`config.mk`:
```
export PLATFORM = sky130hd
export DESIGN_NAME = mem_wb_multi
export DESIGN_NICKNAME = d
export VERILOG_FILES = /design/src/rtl/mem_wb_multi_pkg.sv /design/src/rtl/mem_wb_multi_waw_filter.sv /design/src/rtl/mem_wb_multi.sv
export SDC_FILE = /design/constraint.sdc
export NUM_CORES = 1
export LEC_CHECK = 0
export ABC_AREA = 1
export BUFFER_PORTS_ARGS = -buffer_cell sky130_fd_sc_hd__buf_2
export CORE_MARGIN = 5
export CORE_UTILIZATION = 34
export CTS_CLUSTER_DIAMETER = 60
export DETAILED_ROUTE_END_ITERATION = 16
export HOLD_SLACK_MARGIN = 0.06
export PLACE_DENSITY = 0.6
export SLEW_MARGIN = 20
export SYNTH_ARGS = -nofsm -noshare
export SYNTH_HDL_FRONTEND = slang
export SYNTH_SLANG_ARGS = --single-unit
export TNS_END_PERCENT = 5
```
`constraint.sdc`:
```
create_clock -name clk -period 4.84 [get_ports clk]
set_clock_uncertainty 0.05 [all_clocks]
set_input_delay 0.242 -clock clk [delete_from_list [all_inputs] [get_ports clk]]
set_output_delay 0.242 -clock clk [all_outputs]
set_load 0.02 [all_outputs]
```
`src/rtl/mem_wb_multi_pkg.sv`:
```
`default_nettype none
// ============================================================================
// Module      : mem_wb_multi_pkg
// Description : Shared constants, update-action encoding and popcount helper
//               for the multi-lane MEM/WB register.
// Revision    : 1.0 - initial release
// ============================================================================
package mem_wb_multi_pkg;

  localparam logic RST_ENABLE = 1'b1;
  localparam logic STOP       = 1'b1;
  localparam logic NO_STOP    = 1'b0;

  typedef enum logic [2:0] {
    ACT_FLUSH   = 3'd0,
    ACT_BUBBLE  = 3'd1,
    ACT_CAPTURE = 3'd2,
    ACT_HOLD    = 3'd3
  } upd_action_t;

  // Lane count never exceeds four, so callers zero-extend into this width.
  function automatic logic [2:0] popcount4(input logic [3:0] v);
    popcount4 = 3'(v[0]) + 3'(v[1]) + 3'(v[2]) + 3'(v[3]);
  endfunction

endpackage
`default_nettype wire

```
`src/rtl/mem_wb_multi_waw_filter.sv`:
```
`default_nettype none
// ============================================================================
// Module      : wb_waw_filter
// Description : Combinational write-enable sanitiser with same-bundle WAW
//               resolution; the highest lane writing an address wins.
// Revision    : 1.0 - initial release
// ============================================================================
module wb_waw_filter #(
  parameter int LANES         = 2,
  parameter int ADDR_W        = 5,
  parameter int SEL_W         = 4,
  parameter int ZERO_SUPPRESS = 1
) (
  input  logic [LANES-1:0]        valid,
  input  logic [LANES-1:0]        we,
  input  logic [LANES*ADDR_W-1:0] waddr,
  input  logic [LANES*SEL_W-1:0]  wsel,
  output logic [LANES-1:0]        eff_we
);

  logic [LANES-1:0] w_base;

  always_comb begin
    w_base = '0;
    for (int i = 0; i < LANES; i++) begin
      w_base[i] = valid[i] && we[i] && (|wsel[i*SEL_W +: SEL_W]) &&
                  !((ZERO_SUPPRESS != 0) && (waddr[i*ADDR_W +: ADDR_W] == '0));
    end
  end

  // A lower lane loses only to a higher lane that would itself really write.
  always_comb begin
    eff_we = w_base;
    for (int i = 0; i < LANES; i++) begin
      for (int j = i + 1; j < LANES; j++) begin
        if (w_base[i] && w_base[j] &&
            (waddr[i*ADDR_W +: ADDR_W] == waddr[j*ADDR_W +: ADDR_W])) begin
          eff_we[i] = 1'b0;
        end
      end
    end
  end

endmodule
`default_nettype wire

```
`src/rtl/mem_wb_multi.sv`:
```
`default_nettype none
// ============================================================================
// Module      : mem_wb_multi
// Description : Multi-lane MEM/WB pipeline register with stall/bubble, flush,
//               sanitised write enables and a wrapping retire counter.
// Revision    : 1.0 - initial release
// ============================================================================
module mem_wb_multi
  import mem_wb_multi_pkg::*;
#(
  parameter int LANES         = 2,
  parameter int DATA_W        = 32,
  parameter int ADDR_W        = 5,
  parameter int STALL_W       = 6,
  parameter int STAGE         = 4,
  parameter int CNT_W         = 32,
  parameter int ZERO_SUPPRESS = 1
) (
  input  logic                          clk,
  input  logic                          rst,
  input  logic [STALL_W-1:0]            stall,
  input  logic                          flush,
  input  logic [LANES-1:0]              mem_valid_i,
  input  logic [LANES*ADDR_W-1:0]       mem_waddr_i,
  input  logic [LANES-1:0]              mem_we_i,
  input  logic [LANES*DATA_W-1:0]       mem_wdata_i,
  input  logic [LANES*(DATA_W/8)-1:0]   mem_wsel_i,
  output logic [LANES-1:0]              wb_valid_o,
  output logic [LANES*ADDR_W-1:0]       wb_waddr_o,
  output logic [LANES-1:0]              wb_we_o,
  output logic [LANES*DATA_W-1:0]       wb_wdata_o,
  output logic [LANES*(DATA_W/8)-1:0]   wb_wsel_o,
  output logic [CNT_W-1:0]              retire_cnt_o
);

  localparam int c_SEL_W = DATA_W / 8;

  logic [LANES-1:0]         w_eff_we;
  logic [3:0]               w_valid4;
  logic [2:0]               w_pop;
  upd_action_t              w_action;

  logic [LANES-1:0]         r_valid;
  logic [LANES*ADDR_W-1:0]  r_waddr;
  logic [LANES-1:0]         r_we;
  logic [LANES*DATA_W-1:0]  r_wdata;
  logic [LANES*c_SEL_W-1:0] r_wsel;
  logic [CNT_W-1:0]         r_cnt;

  wb_waw_filter #(
    .LANES         (LANES),
    .ADDR_W        (ADDR_W),
    .SEL_W         (c_SEL_W),
    .ZERO_SUPPRESS (ZERO_SUPPRESS)
  ) u_waw_filter (
    .valid  (mem_valid_i),
    .we     (mem_we_i),
    .waddr  (mem_waddr_i),
    .wsel   (mem_wsel_i),
    .eff_we (w_eff_we)
  );

  assign w_valid4 = 4'(mem_valid_i);
  assign w_pop    = popcount4(w_valid4);

  // Flush outranks every stall combination; bubble only when WB can advance.
  always_comb begin
    w_action = ACT_HOLD;
    if (flush) begin
      w_action = ACT_FLUSH;
    end else if (stall[STAGE] == STOP && stall[STAGE+1] == NO_STOP) begin
      w_action = ACT_BUBBLE;
    end else if (stall[STAGE] == NO_STOP) begin
      w_action = ACT_CAPTURE;
    end
  end

  always_ff @(posedge clk) begin
    if (rst == RST_ENABLE) begin
      r_valid <= '0;
      r_waddr <= '0;
      r_we    <= '0;
      r_wdata <= '0;
      r_wsel  <= '0;
      r_cnt   <= '0;
    end else begin
      case (w_action)
        ACT_FLUSH, ACT_BUBBLE: begin
          r_valid <= '0;
          r_waddr <= '0;
          r_we    <= '0;
          r_wdata <= '0;
          r_wsel  <= '0;
        end
        ACT_CAPTURE: begin
          r_valid <= mem_valid_i;
          r_waddr <= mem_waddr_i;
          r_we    <= w_eff_we;
          r_wdata <= mem_wdata_i;
          r_wsel  <= mem_wsel_i;
          r_cnt   <= r_cnt + CNT_W'(w_pop);
        end
        default: ;
      endcase
    end
  end

  assign wb_valid_o   = r_valid;
  assign wb_waddr_o   = r_waddr;
  assign wb_we_o      = r_we;
  assign wb_wdata_o   = r_wdata;
  assign wb_wsel_o    = r_wsel;
  assign retire_cnt_o = r_cnt;

endmodule
`default_nettype wire

```
Word-level counts from Yosys, hierarchy flattened
Cells that the tools add are included.
- $add $sub $neg: 2
- multipliers: 0
- div/mod/pow operators: 0
- magnitude comparators: 0
- equal/unequal tests: 3
- shift operators: 0
- mux-type cells: 9
- bitwise logic cells: 1
- reductions and logical operators: 18
- operator list (cell ; count):
    64-bit one-hot mux with 2 select lines ; 1
    32-bit by 2-bit adder with 32-bit output ; 1
    10-bit one-hot mux with 2 select lines ; 1
    8-bit one-hot mux with 2 select lines ; 1
    5-bit logical NOT ; 2
    1-bit logical AND ; 9
    2-bit one-hot mux with 2 select lines ; 2
    4-bit OR reduction ; 2
    5-bit == test ; 1
    2-bit two-way mux ; 2
    3-bit logical NOT ; 1
    1-bit by 1-bit adder with 2-bit output ; 1
    2-bit by 1-bit == test with 1-bit output (second input constant) ; 1
    2-bit == test (second input constant) ; 1
    1-bit logical NOT ; 2
    1-bit two-way mux ; 2
    2-bit nonzero test ; 1
    2-bit OR reduction ; 1
    1-bit inverter ; 1
- register bits: 118
- bits in latches: 0
- bits in writable memories: 0
- bits in read-only memories: 0
- bits of input ports: 95
- output and inout port bits: 118
- logic and storage cells: 39
- memories kept: 0

Depth between registers and ports, before layout
Gate-level depths: netlist of the first run.
- word-level depth: 7
- mapped depth: 11
- mapped depth without buffers: 11

Modules after synthesis
A second synthesis of the first run with hierarchy kept.
- cell total of the unflattened synthesis: 698
- area, all modules: 5242.5 sq um
- by module, submodules not included (module ; times used ; cells an instance ; area each (sq um) ; seq. area each (sq um)):
    mem_wb_multi ; 1 ; 657 ; 5068.6 ; 2362.3
    wb_waw_filter ; 1 ; 41 ; 173.9 ; 0.0

Worst setup path after synthesis of the first run
OpenSTA, ideal clock, no wires.
- path type: flip-flop to flip-flop
- start point: register r_cnt[0] (netlist: retire_cnt_o[0])
- end point: register r_cnt[16] (netlist: retire_cnt_o[16])
- setup time: 0.110 ns
- data arrival time: 1.757 ns
- required time: 4.680 ns
- setup slack: 2.923 ns
- cell stages (with the launch flop): 12
- path buffers: 0
- clock period less this slack: 1.917 ns
- cells stage by stage: dfxtp_1 > inv_1 > fa_1 > inv_1 > ha_1 > nand3_2 > nor2_2 > nand2_1 > nor2_1 > nand2_1 > nand2_1 > nor2_1
- cells in the longest elaborated chain, start to end: 1
- ends and longest elaborated chain (item ; RTL line ; source):
    start, declared ; mem_wb_multi.sv:48 ; logic [CNT_W-1:0] r_cnt;
    start signal, assigned ; mem_wb_multi.sv:101 ; r_cnt <= r_cnt + CNT_W'(w_pop);
    32-bit by 2-bit adder with 32-bit output ; mem_wb_multi.sv:101 ;
No other way between the ends.
A chain may end at the register's enable or synchronous reset.

Worst setup path after layout of the first run
Same ends and word-level chain as after synthesis.

==> reports/qor.yml, run 1 <==
crit_type: "reg -> reg"
min_period_ps: 2060
drv_cap: 0
synth_nets: 803
wire_per_inst_um: 13.5
routabilityCongestion: 0.816
cts_root_buf: "clkbuf_16"
die_w_um: 131
initial_core_util_pct: 34.4
area_growth_pct: 50.1
vias: 5328
clock_latency_ps: 410
cts_inserted_buffers: 17
row_count: 44
drt_wl_total_um: 15900
fin_crit_sh_pct: 42.5
crit_fanout: 5
min_from: "mem_wdata_i[13]"
first_pass_iters: 5
detail-route-antenna-nets: 0
synth_edf_count: 0
rsz0062_at_grt: "false"
cts_tree: "yes"
ys_seq_area_share_pct: 47.6
async_flop_share_pct: 0
post_cts_buffers: 0
slew_headroom_pct: 31.1
die-area_um2: 17100
core-area_um2: 14400
hold_class: "in -> reg"
layout.nets: 1078
drc: 0
whs_path_depth: 3
drive_gt1_share_pct: 26.3
place_ws_ps: 2630
worstSetupStartpointType: "register"
r2r_setup_slack_ps: 2780
ys_top_cells_by_area: "dfxtp_1, nand2_1, a21oi_1, nor2_1, inv_1"
vdd_drop_max_mv: 0.245
synthFlopType: "dfxtp_1"
dieHeight_um: 131
multiInputGateArea_um2: 2250
power_leakage_nw: 3.36
synth.largest_area_cell: "dfxtp_1"
synth_cell_types: 25
grt_pass1_vias: 5001
cts_num_sinks: 118
ctsResizeCount: 0
setup_violations: 0
port_buffers: 208
cts.clk_slew.worst_paths_ps: 50
cp.required_ps: 5090
r2r_end: "retire_cnt_o[16]"
cts_buffer_depth: 2
crit_path_end_kind: "register"
max_freq_mhz: 486
num-fill-cells: 1392
drt_iter0_markers: 245
ys_warn_count: 0
whs_endpoint: "wb_wdata_o[13]"
grt_usage_pct: 18.0
slew_viol_final: 0
synth-seq-cells: 118
grt_pass1_wl_um: 24500
seq_area_um2: 2360
htreeDepth: 4
yosysTopAreaCellShare_pct: 47.6
fin_ws_ps: 2780
synth_area_um2: 4970
place_hpwl_um: 10400
antenna_found_initial: 1
worst_pin_slew_ps: 1030
status: "completed"
grt_max_degree: 95
rr_worst_depth: 11
report.power.total_mw: 2.44
avgSynthCellArea_um2: 7.04
syn_inst: 706
r2r-start: "retire_cnt_o[0]"
via_per_inst: 4.52
hold_violations: 0
io_pins: 213
grt_overflow: 0
cp.arrival_ps: 2310
p_per_area_nw_per_um2: 328
fin_setup_tns_ps: 0
==> where the power goes <==
part           switching [mW]  internal, mW  leakage (nW)  total [mW]
Combinational           0.126         0.105          2.13       0.231
Clock                   0.431         0.777         0.272        1.21
Sequential             0.0108         0.995         0.958        1.01
Total                   0.568          1.88          3.36        2.44
==> cell usage in the layout, fill, tap and decap left out <==
master,synthesis,final
clkbuf_1,14,3
buf_2,11,208
buf_4,4,3
clkinv_2,0,4
nor2_2,7,6
nand3_1,23,23
o21bai_1,2,2
xor2_1,3,3
nor2_1,71,71
nor2_4,5,6
nand2_1,250,250
diode_2,0,1
dfxtp_1,118,118
nand2_2,4,4
xnor2_1,4,4
o21ai_0,8,8
clkbuf_16,0,17
clkbuf_8,0,2
nor3_2,3,3
inv_1,55,55
nand3_2,2,2
inv_2,1,1
nand4_1,15,15
clkinvlp_4,0,3
o21a_1,1,1
nor3_1,4,4
bufinv_16,0,2
fa_1,1,1
ha_1,1,1
a21oi_1,96,96
dlygate4sd3_1,0,77
==> worst max-delay path by stage <==
stage                               start               end  slack [ps]
final                     retire_cnt_o[0]  retire_cnt_o[16]        2780
after detailed placement         stall[4]    wb_wdata_o[13]        2630
after global placement           stall[4]    wb_wdata_o[13]        2620
after CTS                 retire_cnt_o[0]  retire_cnt_o[28]        2760
after global routing      retire_cnt_o[0]  retire_cnt_o[18]        2600
after floorplan           retire_cnt_o[0]  retire_cnt_o[16]        2920
==> final cells by class <==
| class | count | area share [%] |
|---|---|---|
| Clock buffer | 22 | 6.22 |
| Tap cell | 184 | 3.09 |
| Timing Repair Buffer | 288 | 24.6 |
| Antenna cell | 1 | 0.0336 |
| Sequential cell | 118 | 31.7 |
| Inverter | 56 | 2.82 |
| Clock inverter | 9 | 1.38 |
| Multi-Input combinational cell | 500 | 30.2 |
==> critical path, stage by stage (launching register included) <==
cell and delay [ps]:
dfxtp_1 360, inv_1 60, fa_1 390, inv_1 90, ha_1 220, nand3_2 160, nor2_2 230, nand2_1 130
nor2_1 100, nand2_1 50, nand2_1 60, nor2_1 50
==> metal layers <==
metal / up-vias / global-route usage [%] / routed length (µm) / part of all wire, %
li1: 2781 / - / - / -
met1: 2362 / 21.4 / 6880 / 43
met2: 160 / 31.0 / 7630 / 48
met3: 25 / 4.84 / 1090 / 6.8
met4: 0 / 7.20 / 353 / 2.2
met5: - / 0 / 0 / 0
==> cells by family after synthesis <==
| group | count (synthesis) | synth area share [%] |
|---|---|---|
| simple gates | 384 | 32.4 |
| flops | 118 | 47.6 |
| compound gates | 107 | 10.9 |
| buf+inv | 88 | 7.23 |
| xor+xnor | 7 | 1.23 |
| fa+ha+maj | 2 | 0.655 |
==> metrics by stage <==
step	area (µm²)	util [%]	hold slack [ps]	cells
final	7460	51.7	80.4	1178
after global routing	7460	51.7	64.6	1178
after CTS	7450	51.7	63.2	1177
after detailed placement	6120	42.4	400	1069
after global placement	6120	42.4	396	1069
after floorplan	4970	-	339	706
==> synthesized netlist by cell type, types with 3 or more instances <==
master    instances
nand2_1         250
nor3_1            4
buf_4             4
xor2_1            3
clkbuf_1         14
nor2_2            7
o21ai_0           8
inv_1            55
buf_2            11
dfxtp_1         118
nor3_2            3
nor2_4            5
buf_1             3
nor2_1           71
nand3_1          23
nand2_2           4
xnor2_1           4
nand4_1          15
a21oi_1          96
==> what timing repair did <==
item	in CTS	in global routing
hold buffers	77	0
endpoints found under the setup margin	0	0
hold endpoints to repair	77	0
==> flip-flops by register name, summed over array words and instances (netlist names) <==
signal        flops
retire_cnt_o     32
wb_valid_o        2
wb_wdata_o       64
wb_waddr_o       10
wb_we_o           2
wb_wsel_o         8
Note: power is estimated with default switching activity, not from simulation.
==> inputs of run 2 (changes only) <==
==> constraint.sdc (replaced) <==
create_clock -name clk -period 1.9 [get_ports clk]
set_clock_uncertainty 0.05 [all_clocks]
set_input_delay 0.095 -clock clk [delete_from_list [all_inputs] [get_ports clk]]
set_output_delay 0.095 -clock clk [all_outputs]
set_load 0.02 [all_outputs]
==> run 2 against run 1 <==
Combinational power grew to 2.8 times the previous value. Critical path depth is the same. Sequential power grew to 2.5 times the previous value. Flip-flop and latch count is the same. Global-route usage grew 0.27 points. Maximum frequency grew 14%. Die area is the same. Final area grew 6.0%. Highest routed layer unchanged.
==> reports/qor.yml, run 2 (same netlist as run 1, synthesis figures left out) <==
status: "completed"
crit_fanout: 5  # unchanged
drv_cap: 0  # unchanged
cts_buffer_depth: 2  # unchanged
routabilityCongestion: 0.867  # +6.2%
cp.required_ps: 2160  # -2930 ps
multiInputGateArea_um2: 2300  # +2.1%
fin_ws_ps: 101  # -2680 ps
fin_area_um2: 7910  # +6.0%
grt_pass1_wl_um: 25000  # +2.0%
first_pass_iters: 4  # -1
row_count: 44  # unchanged
p_per_area_nw_per_um2: 825  # +150%
wire_per_inst_um: 13.6  # +0.17%
rr_worst_depth: 11  # unchanged
antenna_found_initial: 0  # -1
vdd_drop_max_mv: 0.663  # +170%
worstSetupStartpointType: "register"
place_ws_ps: -39.3  # -2670 ps
drive_gt1_share_pct: 28.1  # +1.8 points
drt_wl_total_um: 16400  # +3.1%
crit_type: "reg -> reg"
setup_violations: 0  # unchanged
cts_num_sinks: 118  # unchanged
fin_setup_tns_ps: 0  # unchanged
place_hpwl_um: 11000  # +5.3%
drt_iter0_markers: 284  # +16%
cts_root_buf: "clkbuf_16"
drc: 0  # unchanged
hold_class: "in -> reg"
cp.arrival_ps: 2060  # -250 ps
largest_reg_flops: 64  # unchanged
vias: 5536  # +3.9%
grt_pass1_vias: 5156  # +3.1%
port_buffers: 208  # unchanged
whs_path_depth: 4  # +1
hold_violations: 0  # unchanged
core-area_um2: 14400  # unchanged
cts.clk_slew.worst_paths_ps: 60  # about the same
grt_overflow: 0  # unchanged
via_per_inst: 4.56  # +0.91%
clock_latency_ps: 410  # about the same
io_pins: 213  # unchanged
cts_inserted_buffers: 17  # unchanged
dpl_cell_area_um2: 6300  # +3.0%
mostFrequentLayoutCells: "nand2_1, buf_2, dfxtp_1, a21oi_1, dlygate4sd3_1"
die_w_um: 131  # unchanged
power_leakage_nw: 3.58  # +6.3%
fin_crit_sh_pct: 94.7  # +52 points
initial_core_util_pct: 34.4  # unchanged
seq_area_um2: 2360  # about the same
rsz0062_at_grt: "true"
dieHeight_um: 131  # unchanged
area_growth_pct: 59.2
layout.nets: 1113  # +3.2%
slew_headroom_pct: 72.1  # +41 points
htreeDepth: 4  # unchanged
worst_pin_slew_ps: 418  # -616 ps
final_common_cell: "nand2_1"
post-route-util_pct: 54.8  # +3.1 points
grt_usage_pct: 18.3  # +0.27 points
num_antenna_cells: 0  # -1
num-fill-cells: 1357  # -2.5%
cts_tree: "yes"
min_period_ps: 1800  # -257 ps
slew_viol_final: 0  # unchanged
die-area_um2: 17100  # unchanged
grt_max_degree: 75  # -21%
crit_path_end_kind: "register"
max_freq_mhz: 556  # +14%
detail-route-antenna-nets: 0  # unchanged
==> run 2: cell count changes in the layout (fill, tap and decap cells not counted), sizes merged <==
cell         previous run  this run
buf                   211       230
bufinv                  2         3
clkbuf                 22        20
clkinv                  4         5
diode                   1         0
dlygate4sd3            77        93
inv                    56        57
==> run 2: layout make-up <==
class | instances | area share, %
clock buffers | 20 | 5.90
clock inverters | 12 | 1.90
inverters | 56 | 2.66
multi-input cells | 500 | 29.1
flip-flops and latches | 118 | 29.9
well taps | 184 | 2.91
repair buffers | 323 | 27.7
==> run 2: repair_timing <==
item / 4_1_cts / 5_1_grt
endpoints found under the setup margin: 5 / 15
resized for setup: 2 / 8
pin swaps: 0 / 1
buffers inserted: 0 / 1
hold buffers: 92 / 1
endpoints found under the hold margin: 90 / 1
==> run 2: path summary, 6_finish.rpt <==
path	from	end	slack (ps)
worst max-delay path	retire_cnt_o[0]	retire_cnt_o[16]	100
worst min-delay path	mem_valid_i[1]	retire_cnt_o[0]	80
worst max register to register	retire_cnt_o[0]	retire_cnt_o[16]	100
worst min register to register	wb_waddr_o[2]	wb_waddr_o[2]	410
==> run 2: routing by layer <==
metal  share of wire (%)  track usage (%)
met4                 2.3             7.08
met3                 7.9             5.85
met1                  42             21.8
met5                   0                0
met2                  48             30.7
==> run 2: critical path, cell delays in order, from the launching register on <==
cell     delay [ps]
dfxtp_2         320
inv_1            40
fa_1            390
inv_2            90
ha_4            160
nand3_4         110
nor2_4          170
nand2_1         120
nor2_1          100
nand2_1          50
nand2_1          60
nor2_1           40
==> run 2: stage by stage <==
step                power (mW)  cells  hold WS [ps]
global placement          3.11   1087           300
detailed placement        3.11   1087           302
CTS                       6.58   1211          62.6
floorplan                 2.87    706           192
global route              6.79   1213           119
finish                    6.52   1213          85.0
==> run 2: power by group <==
group	internal, mW	total [mW]	switching (mW)
Clock	2.16	3.31	1.15
Sequential	2.53	2.56	0.0279
Combinational	0.315	0.651	0.336
==> inputs of run 3 (changes only) <==
--- a/config.mk
+++ b/config.mk
@@ -13,6 +13,7 @@
 export DETAILED_ROUTE_END_ITERATION = 16
 export HOLD_SLACK_MARGIN = 0.06
 export PLACE_DENSITY = 0.6
+export RECOVER_POWER = 25
 export SLEW_MARGIN = 20
 export SYNTH_ARGS = -nofsm -noshare
 export SYNTH_HDL_FRONTEND = slang
==> run 3 against run 2 <==
Worst hold slack got worse by 3.2 ps. Final area decreased by 0.90%. Clock power about the same. Maximum frequency about the same. Core utilization decreased by 0.49 points. Die area unchanged. Non-clock buffer count unchanged. First-iteration DRC count increased by 8.8%. Register-to-register slack about the same. Flip-flop and latch count unchanged. Critical endpoint unchanged. Largest cell class unchanged.
==> reports/qor.yml, run 3 (same netlist as run 1, synthesis figures left out) <==
status: "completed"
rr_worst_depth: 11  # unchanged
cts_num_sinks: 118  # unchanged
slew_headroom_pct: 72.3  # +0.21 points
cts_inserted_buffers: 17  # unchanged
cts.clk_slew.worst_paths_ps: 60  # about the same
first_pass_iters: 4  # unchanged
min_period_ps: 1800  # +1.08 ps
cp.required_ps: 2170  # about the same
cp.arrival_ps: 2070  # about the same
final_common_cell: "nand2_1"
grt_usage_pct: 18.3  # unchanged
hold_class: "in -> reg"
hold_ws_ps: 81.8  # -3.23 ps
detail-route-antenna-nets: 0  # unchanged
fin_crit_sh_pct: 94.7  # about the same
htreeDepth: 4  # unchanged
post-route-util_pct: 54.3  # -0.49 points
cts_buffer_depth: 2  # unchanged
area_growth_pct: 57.7
crit_path_end_kind: "register"
vdd_drop_max_mv: 0.662  # -0.15%
grt_pass1_wl_um: 25000  # unchanged
worstSetupEndpoint: "retire_cnt_o[16]"
num_antenna_cells: 0  # unchanged
die-area_um2: 17100  # unchanged
via_per_inst: 4.56  # about the same
clock_latency_ps: 410  # about the same
mostFrequentLayoutCells: "nand2_1, buf_2, dfxtp_1, a21oi_1, dlygate4sd3_1"
dpl_cell_area_um2: 6300  # unchanged
grt_pass1_vias: 5156  # unchanged
drt_wl_total_um: 16500  # +0.61%
cts_tree: "yes"
max_freq_mhz: 556  # about the same
use_met1_pct: 21.8  # unchanged
layout.nets: 1113  # unchanged
drive_gt1_share_pct: 22.5  # -5.5 points
whs_path_depth: 4  # unchanged
drv_cap: 0  # unchanged
drc: 0  # unchanged
grt_use_met3_pct: 5.85  # unchanged
routabilityCongestion: 0.867  # unchanged
core-area_um2: 14400  # unchanged
r2r_end: "retire_cnt_o[16]"
place_hpwl_um: 11000  # unchanged
port_buffers: 208  # unchanged
antenna_found_initial: 0  # unchanged
place_ws_ps: -39.3  # unchanged
rsz0062_at_grt: "true"
fin_ws_ps: 99.9  # -1.08 ps
initial_core_util_pct: 34.4  # unchanged
r2r_setup_slack_ps: 100  # about the same
report.power.total_mw: 6.52  # about the same
worst_pin_slew_ps: 415  # -3.10 ps
worstSetupStartpointType: "register"
fin_setup_tns_ps: 0  # unchanged
grt_overflow: 0  # unchanged
r2r-start: "retire_cnt_o[0]"
grt_use_met2_pct: 30.7  # unchanged
largest_reg_flops: 64  # unchanged
hold_violations: 0  # unchanged
dieHeight_um: 131  # unchanged
setup_violations: 0  # unchanged
min_from: "mem_valid_i[1]"
crit_start: "retire_cnt_o[0]"
crit_fanout: 5  # unchanged
fin_cells: 1213  # unchanged
power_leakage_nw: 3.34  # -6.7%
dp_cells: 1087  # unchanged
cts_root_buf: "clkbuf_16"
grt-busiest-layer: "met2"
grt_max_degree: 75  # unchanged
row_count: 44  # unchanged
die_w_um: 131  # unchanged
slew_viol_final: 0  # unchanged
fin_area_um2: 7840  # -0.90%
vias: 5534  # -0.036%
drt_iter0_markers: 309  # +8.8%
wire_per_inst_um: 13.6  # +0.61%
io_pins: 213  # unchanged
p_per_area_nw_per_um2: 833  # +0.90%
crit_type: "reg -> reg"
-- run 3: worst min path at each step --
stage                            to  slack (ps)
CTS                 retire_cnt_o[4]          60
detailed placement   wb_wdata_o[15]         300
finish              retire_cnt_o[0]          80
floorplan            wb_wdata_o[37]         190
global placement     wb_wdata_o[33]         300
global route        retire_cnt_o[0]         120
-- run 3: final cells by class --
cell class,count,area [µm²]
multi-input combinational,500,2300
sequential,118,2360
timing repair buffer,323,2120
tap,184,230
fill,1397,6590
inverter,56,210
clock buffer,20,467
clock inverter,12,150
-- run 3: routing by layer --
metal | part of all wire, % | up-vias | wire length, µm
li1 | - | 2855 | -
met1 | 42 | 2462 | 7000
met2 | 48 | 187 | 7880
met3 | 7.8 | 30 | 1290
met4 | 2.3 | 0 | 382
met5 | 0 | - | 0
-- run 3: power breakdown --
group          internal (mW)  switching (mW)
clock                   2.16            1.16
sequential              2.53          0.0290
combinational          0.305           0.336
-- run 3: timing repair --
item / CTS / global route
hold endpoints to repair: 90 / 1
hold buffers: 92 / 1
buffers inserted: 0 / 1
gates resized for setup: 2 / 8
endpoints found under the setup margin: 5 / 15
pin swaps: 0 / 1
-- run 3: worst max-delay path, stage by stage (launching register included) --
cell     delay [ps]
dfxtp_2         320
inv_1            40
fa_1            390
inv_2            90
ha_4            160
nand3_4         110
nor2_4          170
nand2_1         120
nor2_1          100
nand2_1          50
nand2_1          60
nor2_1           40
